<file path="config.mk">
export PLATFORM = sky130hd
export DESIGN_NAME = sync_ram
export DESIGN_NICKNAME = d
export VERILOG_FILES = /design/src/rtl/sync_ram.sv
export SDC_FILE = /design/constraint.sdc
export NUM_CORES = 1
export LEC_CHECK = 0
export CAP_MARGIN = 15
export CORE_MARGIN = 2
export CORE_UTILIZATION = 55
export CTS_CLUSTER_DIAMETER = 60
export CTS_CLUSTER_SIZE = 12
export DETAILED_ROUTE_END_ITERATION = 6
export PLACE_DENSITY = 0.72
export SKIP_LAST_GASP = 1
export SLEW_MARGIN = 20
export SYNTH_ARGS = -nofsm -noshare
export SYNTH_HDL_FRONTEND = slang
export SYNTH_SLANG_ARGS = --single-unit
</file>
<file path="constraint.sdc">
create_clock -name clock -period 2.75 [get_ports clock]
set_clock_uncertainty 0.15 [all_clocks]
set_input_delay 0.6875 -clock clock [delete_from_list [all_inputs] [get_ports clock]]
set_output_delay 0.6875 -clock clock [all_outputs]
set_load 0.05 [all_outputs]
</file>
<file path="src/rtl/sync_ram.sv">
// Single-port synchronous RAM with write-through, registered read data and a
// combinational single-bit tap of the registered read word.
module sync_ram #(
   parameter int DATA_WIDTH = 8,
   parameter int ADDR_WIDTH = 5,
   parameter int DEPTH      = 32,
   parameter int BSEL_WIDTH = 3
) (
   input  logic                  clock,
   input  logic                  reset,
   input  logic                  write1_read0,
   input  logic [ADDR_WIDTH-1:0] address,
   input  logic [DATA_WIDTH-1:0] data_in,
   input  logic [BSEL_WIDTH-1:0] bit_sel,
   output logic [DATA_WIDTH-1:0] data_out,
   output logic                  data_out_by_bit
);

   // Contents must clear in one cycle on reset, so storage is a register array.
   logic [DATA_WIDTH-1:0] mem_q [DEPTH];
   logic [DEPTH-1:0]      word_we;
   logic [DATA_WIDTH-1:0] data_out_q;
   logic [DATA_WIDTH-1:0] data_out_d;

   for (genvar gi = 0; gi < DEPTH; gi++) begin : g_word_we
      assign word_we[gi] = write1_read0 && (address == ADDR_WIDTH'(gi));
   end

   always_ff @(posedge clock) begin
      for (int i = 0; i < DEPTH; i++) begin
         if (reset) begin
            mem_q[i] <= '0;
         end else if (word_we[i]) begin
            mem_q[i] <= data_in;
         end
      end
   end

   // An unknown write1_read0 falls through to the read branch.
   always_comb begin
      data_out_d = mem_q[address];
      if (write1_read0) begin
         data_out_d = data_in;
      end
   end

   always_ff @(posedge clock) begin
      if (reset) begin
         data_out_q <= '0;
      end else begin
         data_out_q <= data_out_d;
      end
   end

   // Indices beyond the word width select nothing and leave the tap at 0.
   always_comb begin
      data_out_by_bit = 1'b0;
      for (int i = 0; i < DATA_WIDTH; i++) begin
         if (bit_sel == BSEL_WIDTH'(i)) begin
            data_out_by_bit = data_out_q[i];
         end
      end
   end

   assign data_out = data_out_q;

endmodule

</file>
==> metrics <==
initial drt markers=about 900; CP bufs+invs=1; # Max-Cap Violations=0; # DRC=0; post-synth net total=910; first-pass GRT wire length=around 48 mm; fin area=around 14000 µm²; CP peak stage delay=0.47 ns; clock-pin slew on the worst setup and hold paths=around 0.060 ns; ys async rst share=0; Setup WS pre-CTS=-0.279 ns; hold path depth=4; Crit-path slowest cell=mux4_2; IO Port Bufs=27; cell-internal power=roughly 6.7 mW; nets=approximately 940; Pre-antenna DRT Iters=6; commonest non-fill, non-tap cell in the layout=nor3_1; number of synthesis warnings=0; crit-path max FO=2; largest net degree at the start of global routing=42; Post-CTS Setup Inserts=0; length in cells of the worst reg-to-reg path=5; clock share of power=0.352; reported net switching power=about 2.0 mW; vias in the first global route=a little over 8000; ant diodes=0; via count=around 8100; Critical Path Source Type=flip-flop; last element of the critical path=data_out_by_bit; Power Dens Cells=approximately 620 nW/µm²; Initial Util=0.563; Critical Path Source=data_out[5]; post-synth cell types=36; Combinational Power Share=0.110; cells after synthesis=891; FF+latch area=just under 8000 µm²; WP data required=1.91 ns; power share of the sequential group=0.538; cell count along the critical path=3; leakage=4.60 nW; Period minus WS final=2.58 ns; Congestion Overflow GR=0; Mapped Area=roughly 12000 µm²; fin cells=1220; clk root buf=clkbuf_16; Yosys reg bits=264; HPWL after DPL=between 15 and 20 mm; RSZ-0062 raised after global routing=false; initial antenna violation count=0; hold_buf cts=0; Post-DP Area=13300 µm²; Total Wirelength=about 31 mm; FP Rows=54; Hold Path Class=reg2reg; WL/cell=roughly 25 µm; cells along the critical path=mux4_2, mux2_4, buf_8; most frequent cells in the layout=nor3_1 (257), edfxtp_1 (256), buf_4 (67); die width=154 µm; multi-input logic area=between 3000 and 4000 µm²; maximum vdd drop=between 300 and 400 µV; GRT Total Usage=0.264; IO Count=28; sequential share of the synthesized area=0.637; CTS tree=built; fin. max-slew vios=0; ys flop type=edfxtp_1; Highest Clock Rate=387 MHz; H-Tree Depth=1; Worst Tran Pin Value=between 0.6 and 0.7 ns; EDFF count, synth=between 200 and 300; Inst Count DP=~1200; Longest Clk Path Bufs=3; fraction of layout cells with a size suffix above 1=0.222; die area=between 20000 and 25000 µm²; Reg2Reg Launch Point=mem_q[7][1]; Detail Route Antenna Nets=0; Largest delay share family, worst path=multiplexers; switching share of power=0.230; Die Ht=roughly 150 µm; cts bufs inserted=25; vias per std cell=roughly 6.7; final setup violation count=0; period utilization=0.939; crit path DAT=approximately 1.8 ns; Setup CP Type=reg2out; clk_lat worst skew=between 0.5 and 0.6 ns; reg2reg end=data_out[1]; Area Overhead vs Synth=14.0%; routability congestion estimate from global placement=roughly 0.84; Hold Vio Cnt, Final=0; Syn Area/Cell=13.8 µm²; CP endpoint kind=output pin; status=finished clean; Core Area=around 22000 µm²; Max-slew headroom=0.533; clock net sink count=approximately 260; R2R setup slack=a little over 0.8 ns; Final WS setup=around 0.17 ns; fillers=about 1600
-- power by group through the flow --
stage,clock (mW),combinational [mW],sequential [mW]
final,3.07,0.961,4.70
after global routing,3.25,1.01,4.72
after CTS,3.10,0.954,4.70
after detailed placement,0,0.945,4.78
after global placement,0,0.924,4.76
after floorplan,0,0.556,4.79
-- worst min-delay path: stages, from the launching register on --
cell	delay [ns]
edfxtp_1	0.32
mux2_2	0.16
a21oi_1	0.06
o211ai_1	0.06
and3_1	0.15
-- worst min-delay path by stage --
stage          slack, ns    startpoint     endpoint
2_1_floorplan       0.54  mem_q[29][2]  data_out[2]
3_3_place_gp        0.60  mem_q[27][5]  data_out[5]
3_5_place_dp        0.61  mem_q[22][2]  data_out[2]
4_1_cts             0.63  mem_q[27][5]  data_out[5]
5_1_grt             0.66  mem_q[22][2]  data_out[2]
6_report            0.63  mem_q[27][5]  data_out[5]
-- routing by layer --
metal  share of wire  up-vias  track usage
met2            0.48      469        0.421
li1                -     3530            -
met3            0.10       71       0.0502
met5               0        -            0
met4           0.030        0       0.0882
met1            0.39     4052        0.372
-- flip-flops by register name, summed over array words and instances, names as in the netlist --
signal,count
data_out,8
mem_q,256
-- through the flow --
stage | power, mW | util | hold slack [ns] | TNS [ns]
2_1_floorplan | 5.34 | - | 0.540 | 0
6_report | 8.73 | 0.641 | 0.632 | 0
4_1_cts | 8.76 | 0.642 | 0.631 | 0
3_3_place_gp | 5.69 | 0.609 | 0.596 | -0.834
3_5_place_dp | 5.73 | 0.609 | 0.606 | -1.73
5_1_grt | 8.98 | 0.641 | 0.656 | 0
-- synthesized netlist by cell type (all sizes together) (2+ instances only) --
library cell | n | area share
nand2 | 12 | 0.0039
nor2b | 3 | 0.0015
o21bai | 16 | 0.0098
a21o | 15 | 0.0091
nand3 | 7 | 0.0028
inv | 11 | 0.0034
or2 | 4 | 0.0020
nand2b | 5 | 0.0025
nor2 | 8 | 0.0024
mux4 | 42 | 0.077
nor3b | 3 | 0.0018
buf | 53 | 0.027
o211ai | 16 | 0.0098
mux2 | 49 | 0.045
edfxtp | 256 | 0.62
and3 | 10 | 0.0051
nor3 | 257 | 0.10
a21oi | 16 | 0.0065
a221oi | 8 | 0.0057
and3b | 3 | 0.0021
mux2i | 16 | 0.013
clkbuf | 59 | 0.018
dfxtp | 8 | 0.013
nand3b | 2 | 0.0012
a222oi | 8 | 0.0065
-- final cells by class --
cell class / instances / share of cell area
clock buffers: 44 / 0.0496
flip-flops and latches: 264 / 0.559
inverters: 11 / 0.00294
multi-input cells: 504 / 0.276
repair buffers: 117 / 0.0878
well taps: 280 / 0.0249
-- kinds of logic after synthesis --
family,count (synthesis),share of synthesized area
AOI/OAI and AO/OA,80,0.0480
DFF,264,0.637
muxes,107,0.135
buffers and inverters,123,0.0488
and+or+nand+nor,317,0.132
-- timing repair --
action                                  4_1_cts  5_1_grt
resized for setup                             5        2
endpoints found under the hold margin         0        0
endpoints found under the setup margin        1        1
No activity file was read; power rests on OpenSTA's default activity.
==> RTL edit 1 (config.mk and constraints unchanged) <==
Change the parameter `DEPTH` from 32 to 16.
--- a/src/rtl/sync_ram.sv
+++ b/src/rtl/sync_ram.sv
@@ -4,5 +4,5 @@
    parameter int DATA_WIDTH = 8,
    parameter int ADDR_WIDTH = 5,
-   parameter int DEPTH      = 32,
+   parameter int DEPTH      = 16,
    parameter int BSEL_WIDTH = 3
 ) (
Formal check against the unedited RTL: not equivalent (Yosys sat finds a counterexample within 4 cycles, from zero or initial values and one cycle with reset high).
==> RTL edit 1 against the unedited design <==
Synthesized area fell by 47%; worst hold slack improved by 0.045 ns; sequential cell count fell by 128; synthesized cell count fell by 48%; die area fell by 46%; maximum frequency fell by 4.2%; routed wire length fell by 53%; combinational power fell by 51%; design area fell by 45%; total power fell by 39%; worst setup slack got worse by 0.11 ns; largest cell class unchanged.
==> RTL edit 1: results (changes against the unedited design) <==
[status]
outcome = finished clean  ; unchanged

[cells_and_area]
largest_register_ffs = 128  ; was 256
fill_cells = 799  ; was 1,598
fin_area_um2 = 7680  ; was 14,000 um^2
stdcell_count = 665  ; was 1,220

[clocking]
cts_resized = 3  ; was 5
cts_buffers = 17  ; was 25
clk-insertion-delay-late_ns = 0.42  ; was 0.52 ns

[sta]
relSlewSlack = 0.529  ; was 0.533
whs_ns = 0.676  ; was 0.632 ns

[yosys]
synth_edf_count = 128  ; was 256
synth.distinct_cells = 34  ; was 36
synth_commonest_cells = and2_1 (129), edfxtp_1 (128), mux2i_1 (48)  ; was nor3_1 (257), edfxtp_1 (256), clkbuf_1 (59)

[worst_setup_path]
r2r_end = data_out[5]  ; was data_out[1]
rr_startpoint = mem_q[12][5]  ; was mem_q[7][1]

[placed_design]
dp_slack_ns = -0.264  ; was -0.279 ns
dp_cells = 633  ; was 1,176
postPlaceCellArea_um2 = 7040  ; was 13,300 um^2
place_congestion = 0.861  ; was 0.841
dp_hpwl_um = 9560  ; was 19,100 um

[routing]
routed_wl_um = 14300  ; was 30,600 um
first_iter_violations = 377  ; was 897

[global_route]
grt_max_degree = 31  ; was 42
grt_pass1_vias = 3865  ; was 8,261
grt_pass1_wl_um = 22200  ; was 48,000 um
grtUsageTotal = 0.239  ; was 0.264

[pwr]
ir_worst_vdd_mv = 0.361  ; was 0.307 mV
leakage_nw = 2.82  ; was 4.60 nW

[worst_hold_path]
min_from = mem_q[7][0]  ; was mem_q[27][5]
min_to = data_out[0]  ; was data_out[5]

==> RTL edit 1: worst max-delay path by stage <==
stage / from / end / slack [ns] / cells after the start
global route: bit_sel[0] / data_out_by_bit / 0.03 / 4
CTS: bit_sel[0] / data_out_by_bit / 0.02 / 4
finish: bit_sel[0] / data_out_by_bit / 0.06 / 4
floorplan: bit_sel[0] / data_out_by_bit / 0.37 / 2
detailed placement: bit_sel[0] / data_out_by_bit / -0.26 / 4
global placement: bit_sel[0] / data_out_by_bit / -0.26 / 4
==> RTL edit 1: kinds of logic (layout without fill, tap and decap cells) <==
group / after synthesis / in the layout / synth area share
buffers and inverters: 31 / 92 / 0.0253
muxes: 59 / 59 / 0.110
AOI/OAI and AO/OA: 48 / 48 / 0.0614
DFF: 136 / 136 / 0.614
and+or+nand+nor: 187 / 187 / 0.189
==> RTL edit 1: power breakdown <==
part           internal (mW)  leakage (nW)  switching, mW
Clock                   1.60         0.307          0.840
Sequential              2.38          1.29         0.0363
Combinational          0.185          1.23          0.284
Total                   4.17          2.82           1.16
==> RTL edit 1: critical path, stage by stage <==
cell             delay [ns]
clkdlybuf4s15_1        0.23
mux4_2                 0.50
mux2_2                 0.28
buf_6                  0.15
==> RTL edit 1: routing by layer <==
layer  GRT usage  wire, um
met4      0.0854       341
met5           0         0
met3      0.0653      1010
met2       0.372      6840
met1       0.326      6080
==> RTL edit 1: cell type report <==
type	count	area share
clock buffers	19	0.0564
well taps	143	0.0233
repair buffers	59	0.0668
flip-flops and latches	136	0.521
clock inverters	13	0.0264
inverters	1	0.000489
multi-input cells	294	0.306
==> RTL edit 2 (same flow settings) <==
Made on the original files. Put a register stage on the output `data_out_by_bit`, without a reset. The value now appears one clock later. The other outputs are not delayed to match.
--- a/src/rtl/sync_ram.sv
+++ b/src/rtl/sync_ram.sv
@@ -16,4 +16,6 @@
    output logic                  data_out_by_bit
 );
+
+   logic data_out_by_bit_d;
 
    // Contents must clear in one cycle on reset, so storage is a register array.
@@ -55,8 +57,8 @@
    // Indices beyond the word width select nothing and leave the tap at 0.
    always_comb begin
-      data_out_by_bit = 1'b0;
+      data_out_by_bit_d = 1'b0;
       for (int i = 0; i < DATA_WIDTH; i++) begin
          if (bit_sel == BSEL_WIDTH'(i)) begin
-            data_out_by_bit = data_out_q[i];
+            data_out_by_bit_d = data_out_q[i];
          end
       end
@@ -65,4 +67,8 @@
    assign data_out = data_out_q;
 
+   always_ff @(posedge clock) begin
+      data_out_by_bit <= data_out_by_bit_d;
+   end
+
 endmodule
 
Function: changed (a bounded check fails within 4 cycles, from zero or initial values and one cycle with reset high).
==> RTL edit 2 against the unedited design <==
Total power is 2.6% higher; worst setup slack gained 0.021 ns; routed wire length rose by 1.8%; sequential cell count grew 1; design area up 0.23%; critical path type unchanged; maximum frequency grew 0.81%; largest power group unchanged; synthesized area rose by 0.16%; first-iteration DRC count grew 7.9%; clock power grew 6.8%.
==> RTL edit 2: results (changes against the unedited design) <==
[status]
outcome = finished clean  ; unchanged

[routing]
detail_route.wl_per_cell_um = 25.5  ; was 25.1 um
via_count = 8068  ; was 8,122
first_iter_violations = 968  ; was 897
dr.pass1.iters = 5  ; was 6
ant_nets = 0  ; unchanged

[placed_design]
portBuffers = 27  ; unchanged
dp_hpwl_um = 19700  ; was 19,100 um
dp_slack_ns = -0.491  ; was -0.279 ns
place_congestion = 0.897  ; was 0.841
dp_cells = 1173  ; was 1,176

[yosys]
synth_seq_area_share = 0.638  ; was 0.637
synth_area_leaders = edfxtp_1 (62%), nor3_1 (10%), mux4_2 (7.7%)  ; unchanged
synth_commonest_cells = nor3_1 (257), edfxtp_1 (256), clkbuf_1 (59)  ; unchanged
avgSynthCellArea_um2 = 13.8  ; about the same
synthArstFlopShare = 0  ; unchanged
syn-num-nets = 911  ; was 910

[cells_and_area]
largest_register_ffs = 256  ; unchanged
drive_above_1_share = 0.220  ; was 0.222
stdcell_count = 1221  ; was 1,220
top_register = mem_q  ; unchanged
fin_nets = 940  ; was 942

[worst_setup_path]
slowest_delay_ns = 0.82  ; was 0.47 ns
r2r_end = data_out[6]  ; was data_out[1]
cp_slowest_cell = clkdlybuf4s50_1  ; was mux4_2
rr_worst_depth = 5  ; unchanged
endpoint = data_out[4]  ; was data_out_by_bit
rr_startpoint = mem_q[15][6]  ; was mem_q[7][1]
path_delay_family = buffers and inverters  ; was multiplexers
cp-startpoint = data_out[4]  ; was data_out[5]
critPathMaxFanout = 2  ; unchanged

[sta]
fin_ws_ns = 0.188  ; was 0.167 ns
relSlewSlack = 0.497  ; was 0.533

[worst_hold_path]
min_path_type = reg -> reg  ; unchanged

[clocking]
ctsHoldBuffers = 0  ; unchanged
root_buffer = clkbuf_16  ; unchanged
clk-insertion-delay-late_ns = 0.53
cts_htree_levels = 1  ; unchanged
cts_buffers = 26  ; was 25
cts_resized = 0  ; was 5
cts_setup_buffers = 0  ; unchanged

[global_route]
grtUsageTotal = 0.268  ; was 0.264
grt_pass1_vias = 8022  ; was 8,261
grt_max_degree = 41  ; was 42
grt_pass1_wl_um = 48300  ; was 48,000 um

[pwr]
leakage_nw = 4.61  ; was 4.60 nW
ir_worst_vdd_mv = 0.431  ; was 0.307 mV

-- RTL edit 2: cells by family after synthesis --
group / share of synthesized area
AOI/OAI and AO/OA: 0.0480
muxes: 0.134
DFF: 0.638
buffers and inverters: 0.0487
and+or+nand+nor: 0.131
-- RTL edit 2: area by class of cell --
type                    count  area, um^2
well taps                 280         350
repair buffers            113        1180
fillers                  1570        7820
inverters                  11        41.3
multi-input cells         504        3870
clock buffers              47         751
clock inverters             1        11.3
flip-flops and latches    265        7870
-- RTL edit 2: worst reg2reg max path: stages (launching register included) --
cell and delay, ns:
edfxtp_1 0.35, mux2_1 0.32, a222oi_1 0.51, buf_4 0.21
o211ai_1 0.11, and3_1 0.17
-- RTL edit 2: routing by layer --
metal | track usage | share of wire
met5 | 0 | 0
met4 | 0.0730 | 0.022
met3 | 0.0347 | 0.10
met2 | 0.426 | 0.48
met1 | 0.396 | 0.39
-- RTL edit 2: worst min-delay path by stage --
| stage | startpoint | end | cells after the start |
|---|---|---|---|
| after detailed placement | data_out[5] | data_out_by_bit | 2 |
| final | data_out[5] | data_out_by_bit | 2 |
| after global routing | data_out[5] | data_out_by_bit | 2 |
| after CTS | data_out[5] | data_out_by_bit | 2 |
| after global placement | data_out[7] | data_out_by_bit | 2 |
| after floorplan | mem_q[29][2] | data_out[2] | 4 |
-- RTL edit 2: power by group --
part           total (mW)  internal (mW)  switching [mW]  leakage [nW]
Clock                3.28           1.84            1.44         0.362
Combinational       0.964          0.383           0.581          1.73
Sequential           4.72           4.65          0.0703          2.52
Total                8.96           6.87            2.09          4.61
-- RTL edit 2: stage by stage --
step                 util  cell area (um^2)  total power [mW]  hold WS [ns]
floorplan               -             12300              5.36         0.540
global placement    0.608             13300              5.72         0.538
detailed placement  0.608             13300              5.76         0.544
CTS                 0.643             14100              8.97         0.549
global route        0.643             14100              9.20         0.565
finish              0.643             14100              8.96         0.556
